--- config.mk ---
export PLATFORM = sky130hd
export DESIGN_NAME = pong_engine
export DESIGN_NICKNAME = d
export VERILOG_FILES = /design/src/rtl/pong_engine.sv
export SDC_FILE = /design/constraint.sdc
export NUM_CORES = 1
export LEC_CHECK = 0
export BUFFER_PORTS_ARGS = -buffer_cell sky130_fd_sc_hd__buf_2
export CORE_AREA = 2 2 113 115
export DETAILED_ROUTE_END_ITERATION = 6
export DIE_AREA = 0 0 115 117
export MAX_ROUTING_LAYER = met4
export PLACE_DENSITY = 0.61
export SETUP_SLACK_MARGIN = 0.05
export SYNTH_ARGS = -nofsm -noshare
export SYNTH_HDL_FRONTEND = slang
export SYNTH_SLANG_ARGS = --single-unit
--- constraint.sdc ---
create_clock -name clk -period 4.14 [get_ports clk]
set_input_delay 0 -clock clk [delete_from_list [all_inputs] [get_ports clk]]
set_output_delay 0 -clock clk [all_outputs]
set_load 0.02 [all_outputs]
--- src/rtl/pong_engine.sv ---
// Pong game-state engine: paddles, ball motion, scoring and serve/play/game-over sequencing.
// Everything advances on a prescaled game tick except the single-cycle POINT state.
module pong_engine #(
  parameter int SCREEN_W    = 96,
  parameter int SCREEN_H    = 64,
  parameter int PADDLE_H    = 16,
  parameter int PADDLE_W    = 4,
  parameter int BALL_R      = 2,
  parameter int WIN_SCORE   = 9,
  parameter int TICK_DIV    = 131072,
  parameter int SERVE_TICKS = 32,
  localparam int XW = $clog2(SCREEN_W+1),
  localparam int YW = $clog2(SCREEN_H+1)
) (
  input  logic          clk,
  input  logic          rst,
  input  logic          p1_up,
  input  logic          p1_down,
  input  logic          p2_up,
  input  logic          p2_down,
  input  logic          start,
  output logic [YW-1:0] paddle1_y,
  output logic [YW-1:0] paddle2_y,
  output logic [XW-1:0] ball_x,
  output logic [YW-1:0] ball_y,
  output logic [3:0]    score1,
  output logic [3:0]    score2,
  output logic          game_over,
  output logic          serving,
  output logic          point_p1,
  output logic          point_p2
);

  localparam int CNT_W = $clog2(TICK_DIV);
  localparam int SRV_W = $clog2(SERVE_TICKS+1);
  localparam logic [XW-1:0] CX   = XW'(SCREEN_W/2);
  localparam logic [YW-1:0] CY   = YW'(SCREEN_H/2);
  localparam logic [YW-1:0] PAD0 = YW'((SCREEN_H-PADDLE_H)/2);

  typedef enum logic [2:0] {S_IDLE, S_SERVE, S_PLAY, S_POINT, S_GAMEOVER} state_e;

  state_e            state_q, state_d;
  logic [CNT_W-1:0]  presc_q, presc_d;
  logic [SRV_W-1:0]  srv_q, srv_d;
  logic [YW-1:0]     pad1_q, pad1_d, pad2_q, pad2_d;
  logic [XW-1:0]     bx_q, bx_d;
  logic [YW-1:0]     by_q, by_d;
  logic              dirx_q, dirx_d;   // 1 = moving right
  logic              diry_q, diry_d;   // 1 = moving down
  logic [3:0]        s1_q, s1_d, s2_q, s2_d;
  logic              scorer_q, scorer_d; // 1 = player 1 scored
  logic              pt1_q, pt1_d, pt2_q, pt2_d;
  logic              go_q, serv_q;
  logic              tick;

  function automatic logic [YW-1:0] pad_step(input logic [YW-1:0] y, input logic up,
                                             input logic dn);
    logic [YW-1:0] r;
    r = y;
    if (up && !dn && y != '0)
      r = y - YW'(1);
    else if (dn && !up && int'(y) < SCREEN_H-PADDLE_H)
      r = y + YW'(1);
    return r;
  endfunction

  assign tick = (presc_q == CNT_W'(TICK_DIV-1));

  always_comb begin
    int bx, by, p1, p2;
    logic ndx, ndy;
    logic [3:0] ns;
    state_d  = state_q;
    presc_d  = tick ? '0 : presc_q + CNT_W'(1);
    srv_d    = srv_q;
    pad1_d   = pad1_q;
    pad2_d   = pad2_q;
    bx_d     = bx_q;
    by_d     = by_q;
    dirx_d   = dirx_q;
    diry_d   = diry_q;
    s1_d     = s1_q;
    s2_d     = s2_q;
    scorer_d = scorer_q;
    pt1_d    = 1'b0;
    pt2_d    = 1'b0;
    bx  = int'(bx_q);
    by  = int'(by_q);
    p1  = int'(pad1_q);
    p2  = int'(pad2_q);
    ndx = dirx_q;
    ndy = diry_q;
    ns  = '0;

    if (tick && state_q != S_GAMEOVER) begin
      pad1_d = pad_step(pad1_q, p1_up, p1_down);
      pad2_d = pad_step(pad2_q, p2_up, p2_down);
    end

    case (state_q)
      S_IDLE: begin
        bx_d = CX;
        by_d = CY;
        if (start) begin
          state_d = S_SERVE;
          s1_d    = '0;
          s2_d    = '0;
          dirx_d  = 1'b1;
          srv_d   = '0;
        end
      end
      S_SERVE: begin
        bx_d = CX;
        by_d = CY;
        if (tick) begin
          if (srv_q == SRV_W'(SERVE_TICKS-1)) begin
            state_d = S_PLAY;
            srv_d   = '0;
          end else begin
            srv_d = srv_q + SRV_W'(1);
          end
        end
      end
      S_PLAY: begin
        if (tick) begin
          if (!dirx_q && bx == BALL_R) begin
            state_d  = S_POINT;
            scorer_d = 1'b0;
          end else if (dirx_q && bx + BALL_R == SCREEN_W) begin
            state_d  = S_POINT;
            scorer_d = 1'b1;
          end else begin
            if (!diry_q && by == BALL_R)
              ndy = 1'b1;
            else if (diry_q && by + BALL_R == SCREEN_H)
              ndy = 1'b0;
            // A paddle hit decides dir_y from which half of the paddle was struck.
            if (!dirx_q && bx - BALL_R == PADDLE_W &&
                by + BALL_R > p1 && by - BALL_R < p1 + PADDLE_H) begin
              ndx = 1'b1;
              ndy = !(by < p1 + PADDLE_H/2);
            end else if (dirx_q && bx + BALL_R == SCREEN_W - PADDLE_W &&
                         by + BALL_R > p2 && by - BALL_R < p2 + PADDLE_H) begin
              ndx = 1'b0;
              ndy = !(by < p2 + PADDLE_H/2);
            end
            dirx_d = ndx;
            diry_d = ndy;
            bx_d   = ndx ? bx_q + XW'(1) : bx_q - XW'(1);
            by_d   = ndy ? by_q + YW'(1) : by_q - YW'(1);
          end
        end
      end
      S_POINT: begin
        bx_d   = CX;
        by_d   = CY;
        diry_d = ~diry_q;
        srv_d  = '0;
        if (scorer_q) begin
          ns     = (int'(s1_q) < WIN_SCORE) ? s1_q + 4'd1 : s1_q;
          s1_d   = ns;
          pt1_d  = 1'b1;
          dirx_d = 1'b1;
        end else begin
          ns     = (int'(s2_q) < WIN_SCORE) ? s2_q + 4'd1 : s2_q;
          s2_d   = ns;
          pt2_d  = 1'b1;
          dirx_d = 1'b0;
        end
        state_d = (ns == 4'(WIN_SCORE)) ? S_GAMEOVER : S_SERVE;
      end
      S_GAMEOVER: begin
        bx_d = CX;
        by_d = CY;
        if (start) begin
          state_d = S_SERVE;
          s1_d    = '0;
          s2_d    = '0;
          dirx_d  = 1'b1;
          srv_d   = '0;
        end
      end
      default: state_d = S_IDLE;
    endcase
  end

  always_ff @(posedge clk or posedge rst) begin
    if (rst) begin
      state_q  <= S_IDLE;
      presc_q  <= '0;
      srv_q    <= '0;
      pad1_q   <= PAD0;
      pad2_q   <= PAD0;
      bx_q     <= CX;
      by_q     <= CY;
      dirx_q   <= 1'b1;
      diry_q   <= 1'b1;
      s1_q     <= '0;
      s2_q     <= '0;
      scorer_q <= 1'b0;
      pt1_q    <= 1'b0;
      pt2_q    <= 1'b0;
      go_q     <= 1'b0;
      serv_q   <= 1'b0;
    end else begin
      state_q  <= state_d;
      presc_q  <= presc_d;
      srv_q    <= srv_d;
      pad1_q   <= pad1_d;
      pad2_q   <= pad2_d;
      bx_q     <= bx_d;
      by_q     <= by_d;
      dirx_q   <= dirx_d;
      diry_q   <= diry_d;
      s1_q     <= s1_d;
      s2_q     <= s2_d;
      scorer_q <= scorer_d;
      pt1_q    <= pt1_d;
      pt2_q    <= pt2_d;
      go_q     <= (state_d == S_GAMEOVER);
      serv_q   <= (state_d == S_SERVE);
    end
  end

  assign paddle1_y = pad1_q;
  assign paddle2_y = pad2_q;
  assign ball_x    = bx_q;
  assign ball_y    = by_q;
  assign score1    = s1_q;
  assign score2    = s2_q;
  assign game_over = go_q;
  assign serving   = serv_q;
  assign point_p1  = pt1_q;
  assign point_p2  = pt2_q;

endmodule

[Yosys cells after proc, flatten, opt, wreduce, memory -nomap -nowiden]
Index checks and enable logic that the tools add are counted.
Storage, ports and cells
  word-level logic and storage cells: 184
  flip-flop bits (word level): 69
Cells by class
  bitwise gates (word level): 1
  equal/unequal tests: 23
  $add $sub $neg: 20
  magnitude comparators: 10
  reduce and logical (&&, ||, !) cells: 49
  muxes and demuxes: 65
Operator list (count)
  $mux W7: 12
  $eq A32 B8 Y1 const B: 2
  $gt A32 B8 Y1: 1
  $add A7 B1 Y7 const B: 4
  $mux W4: 7
  $pmux W7 S2: 2
  $sub A7 B1 Y7 const B: 4
  $mux W1: 27
  $mux W3: 7
  $logic_and A1 B1 Y1: 19
  $lt A8 B9 Y1: 2
  $mux W6: 3
  $pmux W6 S3: 1
  $add A17 B1 Y17 const B: 1
  $eq A17 B17 Y1 const B: 1
  $mux W17: 1
  $add A7 B2 Y8 const B: 2
  $add A7 B4 Y8 const B: 2
  $add A7 B5 Y8 const B: 2
  $lt A7 B8 Y1: 2
  $pmux W4 S2: 2
  $sub A7 B2 Y8 const B: 2
  $eq A7 B3 Y1 const B: 2
  $lt A7 B6 Y1 const B: 2
  29 further kinds: 58

[Longest topological paths before layout]
Gate-level depths: netlist (run 1).
  word-level depth: 16
  mapped depth: 22
  mapped depth without buffers: 22

[Worst setup path after synthesis (run 1)]
No wires, ideal clock.
  path type: register to register
  start point: reg by_q[5], in the netlist ball_y[5]
  end point: reg by_q[6], in the netlist ball_y[6]
  stages on the path, launching flop included: 23
  slack: -0.395 ns
  buffers on the path: 1
  arrival: 4.403 ns
  setup time: 0.132 ns
  cells stage by stage: dfstp_2 -> clkbuf_1 -> and3_1 -> nand3_1 -> xnor2_1 -> ha_1 -> nand3_1 -> a211oi_1 -> a2111oi_0 -> o211ai_1 -> a31oi_2 -> mux2_4 -> mux2i_4 -> inv_1 -> fa_1 -> inv_1 -> a21oi_1 -> o21bai_1 -> a21o_1 -> a21oi_1 -> nor3b_1 -> mux2i_1 -> o211ai_1
Between the ends
  cells in the longest elaborated chain, start to end: 16
  elaborated cells between the ends (all ways): 33
  classes of those cells: 4 x add/sub; 6 x order compare; 2 x eq/ne; 13 x mux; 8 x reduce/logical
Ends and longest elaborated chain
  start, declared: line 47  | logic [YW-1:0] by_q, by_d;
  start signal, assigned: line 212  | by_q <= by_d;
  parallel branches: the longest is 11 deep, another holds $gt A32 B8 Y1
  $mux W7 (*): line 150  | by_d = ndy ? by_q + YW'(1) : by_q - YW'(1);
  $mux W7 (*): line 129  | end else if (dirx_q && bx + BALL_R == SCREEN_W) begin
  $mux W7 (*): line 126  | if (!dirx_q && bx == BALL_R) begin
  $mux W7 (*): line 125  | if (tick) begin
  $pmux W7 S2 (*): line 100  | case (state_q)
Every way passes the cells marked *. The select of a mux whose other input is x is not followed.
A chain may end at the register's enable or synchronous reset.

[Final worst setup path (run 1)]
  start point: reg by_q[2], in the netlist ball_y[2]
  end point: reg by_q[6], in the netlist ball_y[6]
The elaborated chain is that of the path after synthesis.

==> run metrics, run 1 <==
clk sinks=69; Initial Util=44.2%; first-pass GRT wire length=about 23000 microns; status=finished with violations; Startpoint Class=flop; crit path buf inv count=2; ratio of cells with drive above 1 in the final layout=26.3%; H-tree depth=3; initial drt markers=250; number of fill cells=1091; asr flop ratio synth=100%; Finish-stage setup viols=1; Warnings, synthesis=0; Nets=806; Port Buffer Count=46; die height=117 microns; crit end category=flop; root buf cell=clkbuf_16; setup_tns=-0.0175 ns; CP max stage delay=between 0.5 and 0.6 ns; R2R cell count=18; vias in the first global route=between 4000 and 5000; initial antenna violation count=0; P_leak=3.32 nW; violated checks=setup timing; WHS Path Cells=4; Routed wire per std cell=15.8 microns; core region area=12300 sq um; grt ovf=0; crit-path leading delay family=compound AO/OA/AOI/OAI gates; RSZ-0062 raised after global routing=yes; CP arrival=4.38 ns; fmax=roughly 240 MHz; Synth-to-Final Area Change=26.5%; Max-slew headroom=43.5%; Worst-Margin Slew=0.847 ns; hold path start=p1_up; Synth Cell Area=5440 sq um; DPL Wire Length=10100 microns; Max IR drop VDD=around 0.00020 V; WL final=13900 microns; Remaining DRCs=0; Post-DRT Antenna Nets=0; maximum buffer depth of the clock tree=2; crit path time final=4.16 ns; Final WS setup=-0.0175 ns; FF+latch count, synth=approximately 70; Power Total=1.74 mW; Hold EP=paddle1_y[1]$_DFFE_PP0P_; # IOs=47; Die X-Extent=~120 microns; CP Launch Point=ball_y[2]$_DFFE_PP0P_; r2r setup slk=-0.02 ns; Hold WC Path Type=input port to flop; maxcap violations=0; TritonCTS Buffers=9; cells along the critical path=or4_4 > nand2_4 > ha_4 > o21a_1 > a221o_1 > a31oi_2 > mux2_4 > mux2i_4 > inv_2 > fa_2 > inv_2 > a21oi_2 > o21bai_1 > a21o_1 > a21oi_2 > nor3b_2 > mux2i_1 > o211ai_1; clock skew=roughly 0.0083 ns; vias per std cell=between 5 and 6; Setup CP Type=flop to flop; Vias=4820; post-synthesis net count=698; Fin. Hold Viols=0; Seq/Total Area, Yosys=31.9%; Critical Path RT=between 4 and 5 ns; Reg2Reg Capture Point=ball_y[6]$_DFFE_PP0P_; die area=13500 sq um; Pwr Density=253 nW/um^2; number of diodes=0; syn_area_per_cell=slightly below 9 sq um; number of synthesized flops with an enable pin=0; GPL Wtd Cong=0.918; Reg clk slew, reported paths=0.06 ns; crit-path max FO=5; Synth Flop Type=dfrtp_1; critical path's slowest cell=or4_4; Synth cell types=63; largest net degree at the start of global routing=40; Final period util=100%; CTS tree=built; first-pass detailed-route iteration total=4; Syn Inst Count=616; GRT Overall Usage=roughly 22%; Skew-Pair Late Insertion Delay=0.35 ns; # rows=a little over 40; r2r startpoint=ball_y[2]$_DFFE_PP0P_; fin. max-slew vios=0
layout by cell type, fill, tap and decap left out, drive strengths merged, types with 8 or more instances in the layout:
| cell type | count |
|---|---|
| clkbuf | 10 |
| o21bai | 8 |
| o211ai | 8 |
| nand4 | 9 |
| buf | 113 |
| nor4 | 8 |
| a21o | 10 |
| nand2 | 63 |
| nor2 | 38 |
| and3 | 8 |
| ha | 71 |
| inv | 57 |
| dfstp | 9 |
| dfrtp | 60 |
| nor3 | 9 |
| xor2 | 19 |
| xnor2 | 33 |
| a21oi | 35 |
| nand3 | 18 |
| o21ai | 47 |
per-stage QoR:
| stage | setup slack (ns) | std cells | hold slack [ns] | utilization [%] | cell area [sq um] |
|---|---|---|---|---|---|
| after floorplan | -0.244 | 616 | 0.0867 | - | 5480 |
| after global placement | 0.00474 | 843 | 0.135 | 50.2 | 6170 |
| after detailed placement | -0.229 | 843 | 0.146 | 50.2 | 6170 |
| after CTS | 0.0222 | 874 | 0.180 | 54.2 | 6670 |
| after global routing | -0.191 | 879 | 0.225 | 55.9 | 6880 |
| final | -0.0175 | 879 | 0.184 | 55.9 | 6880 |
tightest hold or removal path, stage by stage:
cell and delay [ns]:
buf_2 0.11, nand3b_1 0.14, fa_1 0.18, mux2i_1 0.07
Yosys cell counts (9+ instances only):
library cell	number	area, sq um
xor2_1	19	166
nand2_1	63	236
dfrtp_1	60	1500
ha_1	71	888
nand4_1	9	56.3
xnor2_1	33	289
clkbuf_1	14	52.6
a21oi_1	35	175
dfstp_2	9	236
a21o_1	10	75.1
nor3_1	9	45.0
o21ai_0	46	230
nor2_1	38	143
nand3_1	18	90.1
inv_1	56	210
per-layer routing:
metal  GRT usage (%)  wire length, microns  vias up
met5               -                     0        -
li1                -                     -     2387
met1            28.4                  6540     2319
met4            7.95                   361        0
met2            34.8                  6540       84
met3            4.89                   467       30
power breakdown:
group	switching, mW	leakage (nW)	internal (mW)
logic	0.0791	2.30	0.0549
clock network	0.326	0.159	0.548
registers	0.0291	0.861	0.702
flip-flops by register name, indices dropped and copies added, names as in the netlist:
name and flops:
ball_x 7, ball_y 7, dirx_q 1, diry_q 1
game_over 1, paddle1_y 7, paddle2_y 7, point_p1 1
point_p2 1, presc_q 17, score1 4, score2 4
scorer_q 1, serving 1, srv_q 6, state_q 3
how the worst max path moves through the flow:
| stage | endpoint | cells after the start |
|---|---|---|
| finish | ball_y[6]$_DFFE_PP0P_ | 18 |
| global route | ball_y[6]$_DFFE_PP0P_ | 18 |
| CTS | ball_y[6]$_DFFE_PP0P_ | 19 |
| detailed placement | ball_y[6]$_DFFE_PP0P_ | 22 |
| global placement | ball_y[5]$_DFFE_PP1P_ | 21 |
| floorplan | ball_y[6]$_DFFE_PP0P_ | 22 |
cells by family (layout without fill, tap and decap cells):
logic type / after synthesis / count (layout) / synth area share (%)
compound gates: 150 / 150 / 17.6
xor+xnor: 52 / 52 / 8.37
fa+ha+maj: 75 / 75 / 17.8
buf+inv: 74 / 187 / 5.36
flops: 69 / 69 / 31.9
mux: 10 / 10 / 2.23
simple gates: 186 / 186 / 16.7
final cells by class:
class                   instances  area, sq um  area share (%)
flip-flops and latches         69         1740            25.3
well taps                     150          188            2.73
multi-input cells             473         3640            52.9
repair buffers                115          761            11.1
clock inverters                 6         93.8            1.36
clock buffers                  10          239            3.47
inverters                      56          213            3.09
timing repair:
action                                  CTS  global route
pin swaps                                11            24
hold buffers                              2             0
endpoints found under the hold margin    27             0
endpoints found under the setup margin    4             5
gates resized for setup                  10            38
buffers inserted                         13             5
(Power assumes the default switching activity.)
==> run 2, diff against run 1 <==
--- a/config.mk
+++ b/config.mk
@@ -17 +17,2 @@
 export SYNTH_SLANG_ARGS = --single-unit
+export TNS_END_PERCENT = 5
==> constraint.sdc (replaced) <==
create_clock -name clk -period 4.14 [get_ports clk]
set_input_delay 0.828 -clock clk [delete_from_list [all_inputs] [get_ports clk]]
set_output_delay 0.828 -clock clk [all_outputs]
set_load 0.02 [all_outputs]
==> run 2 against run 1 <==
The run still ends with setup timing left. Count of clock-buffer cells in the layout fell by 1. Clock skew is essentially flat. Maximum frequency shrank 1.5%. Total power is 8.4% lower. Clock power decreased by 17%. Sequential share of layout area up 0.35 points. Flip-flop and latch count stayed put. Critical endpoint unchanged. Design area is 1.5% lower. Critical path type unchanged.
==> run metrics, run 2 (synthesis gave the netlist of run 1 again) <==
clock skew=0.00859 ns (+0.000240 ns); # IOs=47 (unchanged); number of fill cells=1109 (+1.6%); post-route cell area=6780 sq um (-1.5%); first-pass detailed-route iteration total=5 (+1); Hold WC Path Type=flop to flop; DPL Wire Length=9960 microns (-1.4%); commonest cells after routing, fill and taps aside=70 x buf_4, 67 x ha_1, 62 x nand2_1, 57 x dfrtp_1, 52 x inv_1; cts hold-fix bufs=0 (-2); critical path's slowest cell=dfrtp_2; Initial Util=44.2% (unchanged); maximum buffer depth of the clock tree=2 (unchanged); H-tree depth=3 (unchanged); status=finished with violations; violated checks=setup timing; Max-slew headroom=46.5% (+3.0 points); CP max stage delay=0.46 ns (-0.12 ns); WL final=14000 microns (+0.66%); Fin. Hold Viols=0 (unchanged); Worst-Margin Slew=0.799 ns (-0.0485 ns); Final WS setup=-0.0787 ns (-0.0613 ns); crit-path max FO=7 (+2); crit end category=flop; Max IR drop VDD=0.000175 V (-15%); largest net degree at the start of global routing=44 (+10%); Port Buffer Count=46 (unchanged); Largest Register=presc_q; Reg clk slew, reported paths=0.06 ns (about the same); fmax=237 MHz (-1.5%); vias per std cell=5.45 (-0.59%); number of diodes=0 (unchanged); Startpoint Class=flop; clk sinks=69 (unchanged); Critical Path RT=4.41 ns (+0.04 ns); initial antenna violation count=0 (unchanged); crit path time final=4.22 ns (+0.0613 ns); CP arrival=4.49 ns (+0.11 ns); r2r setup slk=-0.08 ns (-0.06 ns); vias in the first global route=4665 (-1.6%); ratio of cells with drive above 1 in the final layout=25.4% (-0.93 points); maxcap violations=0 (unchanged); Power Total=1.59 mW (-8.4%); pre-CTS setup slack=-0.175 ns (+0.0543 ns); Finish-stage setup viols=3 (+2); cells along the critical path=ha_4 > buf_6 > xor2_2 > ha_1 > nand4_1 > a211oi_2 > a2111oi_2 > o211ai_1 > a31oi_2 > mux2_4 > mux2i_4 > buf_6 > ha_1 > inv_1 > o21bai_1 > a21o_1 > a21oi_2 > nor3b_2 > mux2i_1 > o211ai_1; # rows=41 (unchanged); RSZ-0062 raised after global routing=yes; GPL Wtd Cong=0.957 (+4.3%); grt ovf=0 (unchanged); initial drt markers=299 (+20%); setup_tns=-0.115 ns (-0.0973 ns); GRT Overall Usage=22.0% (-0.19 points); core region area=12300 sq um (unchanged); Post-DRT Antenna Nets=0 (unchanged); root buf cell=clkbuf_16; first-pass GRT wire length=22700 microns (-0.82%); CTS tree=built; P_leak=3.28 nW (-1.1%); die height=117 microns (unchanged); worst hold margin=0.444 ns (+0.260 ns); TritonCTS Buffers=9 (unchanged); Routed wire per std cell=15.9 microns (+0.32%); Remaining DRCs=0 (unchanged); Non-Filler Instances=882 (+0.34%); die area=13500 sq um (unchanged); Pwr Density=235 nW/um^2 (-7.0%); fin util=55.1% (-0.84 points); Nets=809 (+0.37%); fin. max-slew vios=0 (unchanged); Vias=4808 (-0.25%); Synth-to-Final Area Change=24.6%; Skew-Pair Late Insertion Delay=0.35 ns (about the same); Largest register FFs=17 (unchanged); commonest non-fill, non-tap cell in the layout=buf_4; Placed Cells=846 (+0.36%); Final period util=102% (+1.5 points); Setup CP Type=flop to flop; Die X-Extent=115 microns (unchanged); placed instance area=6200 sq um (+0.34%)
-- run 2: final timing paths --
check / from / endpoint / cells after the start
max in group asynchronous: rst / ball_y[3]$_DFFE_PP0P_ / 3
min in group asynchronous: rst / presc_q[2]$_DFF_PP0_ / 2
setup reg to reg: ball_y[2]$_DFFE_PP0P_ / ball_y[6]$_DFFE_PP0P_ / 20
hold / removal: presc_q[0]$_DFF_PP0_ / presc_q[0]$_DFF_PP0_ / 1
setup / recovery: ball_y[2]$_DFFE_PP0P_ / ball_y[6]$_DFFE_PP0P_ / 20
hold reg to reg: presc_q[0]$_DFF_PP0_ / presc_q[0]$_DFF_PP0_ / 1
-- run 2: final cells by class --
cell class | count | area, sq um | share of cell area (%)
Multi-Input combinational cell | 473 | 3580 | 52.9
Sequential cell | 69 | 1740 | 25.7
Timing Repair Buffer | 118 | 778 | 11.5
Clock buffer | 9 | 225 | 3.32
Inverter | 56 | 210 | 3.10
Tap cell | 150 | 188 | 2.77
Clock inverter | 7 | 50.0 | 0.738
-- run 2: power by group --
group	total, mW	switching, mW	internal (mW)
registers	0.731	0.0292	0.702
logic	0.134	0.0805	0.0535
clock network	0.728	0.322	0.406
-- run 2: layer usage --
metal / track usage (%) / share of wire, %
met3: 2.99 / 3.5
met1: 28.4 / 46
met5: - / 0
met2: 34.9 / 47
met4: 9.64 / 3.4
-- run 2: worst max-delay path: cells and delay by family, from the launching register on --
family,cells,cell delay [ns]
xor+xnor,1,0.14
compound gates,8,1.37
buf+inv,3,0.39
flops,1,0.46
fa+ha+maj,3,0.75
simple gates,2,0.35
mux,3,0.67
-- run 2: what timing repair did --
action,in CTS,in global routing
pin swaps,9,17
endpoints found under the hold margin,0,0
setup buffers,10,10
resized for setup,11,24
endpoints found under the setup margin,4,5
gates cloned,0,0
==> run 3, diff against run 2 <==
- RECOVER_POWER: not set -> 50
==> run 3 against run 2 <==
Largest power group unchanged. Maximum frequency barely moved. Sequential share of layout area rose by 0.067 points. Wire length barely moved. Register-to-register slack barely moved. Worst hold slack barely moved. Worst setup slack improved by 0.0014 ns. Sequential power barely moved. Critical path type unchanged. The run still ends with setup timing left.
==> run metrics, run 3 (synthesis gave the netlist of run 1 again) <==
status=finished with violations; violated checks=setup timing; GR Layer Usage met2=34.9% (unchanged); Post-DRT Antenna Nets=0 (unchanged); sw frac=27.1% (about the same); # IOs=47 (unchanged); Largest register FFs=17 (unchanged); DPL Wire Length=9960 microns (unchanged); Remaining DRCs=0 (unchanged); Max-slew headroom=27.7% (-19 points); maxcap violations=0 (unchanged); Vias=4806 (-0.042%); Synth-to-Final Area Change=24.2%; Critical Path RT=4.41 ns (about the same); largest net degree at the start of global routing=44 (unchanged); clock share of power=45.7% (about the same); clk sinks=69 (unchanged); maximum buffer depth of the clock tree=2 (unchanged); Pwr Density=235 nW/um^2 (+0.15%); Power Total=1.59 mW (-0.10%); crit-path leading delay family=compound AO/OA/AOI/OAI gates; ratio of cells with drive above 1 in the final layout=23.6% (-1.8 points); die area=13500 sq um (unchanged); # rows=41 (unchanged); P_leak=3.24 nW (-1.3%); fmax=237 MHz (about the same); number of diodes=0 (unchanged); combinational power share=8.3% (about the same); CP max stage delay=0.46 ns (about the same); Die X-Extent=115 microns (unchanged); GRT Overall Usage=22.0% (unchanged); critical path's slowest cell=dfrtp_2; fin. max-slew vios=0 (unchanged); initial drt markers=320 (+7.0%); vias in the first global route=4665 (unchanged); Final WS setup=-0.0774 ns (+0.00137 ns); Setup CP Type=flop to flop; Initial Util=44.2% (unchanged); pre-CTS setup slack=-0.175 ns (unchanged); Placed Cells=846 (unchanged); initial antenna violation count=0 (unchanged); layer with the highest usage=met2; first-pass detailed-route iteration total=5 (unchanged); crit-path max FO=7 (unchanged); met3 usage=2.99% (unchanged); Nets=809 (unchanged); GPL Wtd Cong=0.957 (unchanged); clock skew=0.00857 ns (-0.0000178 ns); Reg clk slew, reported paths=0.06 ns (about the same); Largest Register=presc_q; core region area=12300 sq um (unchanged); Worst-Margin Slew=1.08 ns (+0.284 ns); Skew-Pair Late Insertion Delay=0.35 ns (about the same); root buf cell=clkbuf_16; Max IR drop VDD=0.000175 V (about the same); WL final=14000 microns (about the same); Routed wire per std cell=15.9 microns (about the same); fin util=54.9% (-0.14 points); RSZ-0062 raised after global routing=yes; Startpoint Class=flop; CTS tree=built; H-tree depth=3 (unchanged); cells along the critical path=ha_4 > buf_6 > xor2_2 > ha_1 > nand4_1 > a211oi_2 > a2111oi_2 > o211ai_1 > a31oi_2 > mux2_4 > mux2i_4 > buf_6 > ha_1 > inv_1 > o21bai_1 > a21o_1 > a21oi_2 > nor3b_2 > mux2i_1 > o211ai_1; crit end category=flop; TritonCTS Buffers=9 (unchanged); Fin. Hold Viols=0 (unchanged); grt met1 use=28.4% (unchanged); NetSw=0.432 mW (about the same); Non-Filler Instances=882 (unchanged); Hold WC Path Type=flop to flop; crit path time final=4.22 ns (-0.00137 ns); commonest cells after routing, fill and taps aside=69 x buf_4, 67 x ha_1, 62 x nand2_1, 57 x dfrtp_1, 53 x inv_1; commonest non-fill, non-tap cell in the layout=buf_4; internal power=1.16 mW (-0.14%); CP arrival=4.49 ns (about the same); Port Buffer Count=46 (unchanged); grt ovf=0 (unchanged); first-pass GRT wire length=22700 microns (unchanged); Reg power frac=45.9% (about the same); Finish-stage setup viols=3 (unchanged); die height=117 microns (unchanged); Final period util=102% (about the same); crit path buf inv count=3 (unchanged); vias per std cell=5.45 (about the same)
## run 3: cell count changes in the layout (fill, tap and decap cells not counted), sizes merged
cell	change
buf	-13
clkbuf	+13
## run 3: through the flow
step | area (sq um) | hold WS [ns] | setup TNS (ns)
2_1_floorplan | 5480 | 0.417 | -0.666
3_3_place_gp | 6200 | 0.432 | 0
3_5_place_dp | 6200 | 0.443 | -0.477
4_1_cts | 6600 | 0.452 | 0
5_1_grt | 6760 | 0.503 | -0.653
6_report | 6760 | 0.444 | -0.113
## run 3: power groups by stage
stage | Sequential, mW | Combinational (mW) | Clock (mW)
6_report | 0.731 | 0.132 | 0.728
5_1_grt | 0.736 | 0.157 | 0.774
4_1_cts | 0.731 | 0.136 | 0.745
3_5_place_dp | 0.743 | 0.135 | 0
3_3_place_gp | 0.742 | 0.130 | 0
2_1_floorplan | 0.744 | 0.0942 | 0
## run 3: path summary, 6_finish.rpt
path | start | end | slack [ns] | cells past startpoint
hold reg to reg | presc_q[0]$_DFF_PP0_ | presc_q[0]$_DFF_PP0_ | 0.44 | 1
max in group asynchronous | rst | ball_y[3]$_DFFE_PP0P_ | 1.70 | 3
setup / recovery | ball_y[2]$_DFFE_PP0P_ | ball_y[6]$_DFFE_PP0P_ | -0.08 | 20
setup reg to reg | ball_y[2]$_DFFE_PP0P_ | ball_y[6]$_DFFE_PP0P_ | -0.08 | 20
min in group asynchronous | rst | presc_q[2]$_DFF_PP0_ | 0.74 | 2
hold / removal | presc_q[0]$_DFF_PP0_ | presc_q[0]$_DFF_PP0_ | 0.44 | 1
## run 3: worst reg2reg max path, stage by stage, from the launching register on
cell and delay [ns]:
dfrtp_2 0.46, ha_4 0.20, buf_6 0.12, xor2_2 0.14, ha_1 0.33, nand4_1 0.14, a211oi_2 0.08, a2111oi_2 0.34
o211ai_1 0.17, a31oi_2 0.21, mux2_4 0.33, mux2i_4 0.23, buf_6 0.17, ha_1 0.23, inv_1 0.10, o21bai_1 0.10
a21o_1 0.20, a21oi_2 0.18, nor3b_2 0.21, mux2i_1 0.11, o211ai_1 0.09
## run 3: what timing repair did
action | in CTS | in global routing
gates resized for setup | 11 | 24
hold buffers | 0 | 0
buffers inserted | 10 | 10
pin swaps | 9 | 17
endpoints found under the setup margin | 4 | 5
cloned | 0 | 0
## run 3: area by class of cell
type | count | area (sq um)
inverter | 56 | 210
tap | 150 | 188
fill | 1116 | 5550
timing repair buffer | 118 | 761
sequential | 69 | 1740
clock inverter | 7 | 50.0
multi-input combinational | 473 | 3580
clock buffer | 9 | 225
## run 3: per-layer routing
| metal | up-vias | wire, microns | share of wire [%] |
|---|---|---|---|
| li1 | 2406 | - | - |
| met1 | 2269 | 6510 | 46 |
| met2 | 98 | 6530 | 47 |
| met3 | 33 | 489 | 3.5 |
| met4 | 0 | 473 | 3.4 |
| met5 | - | 0 | 0 |
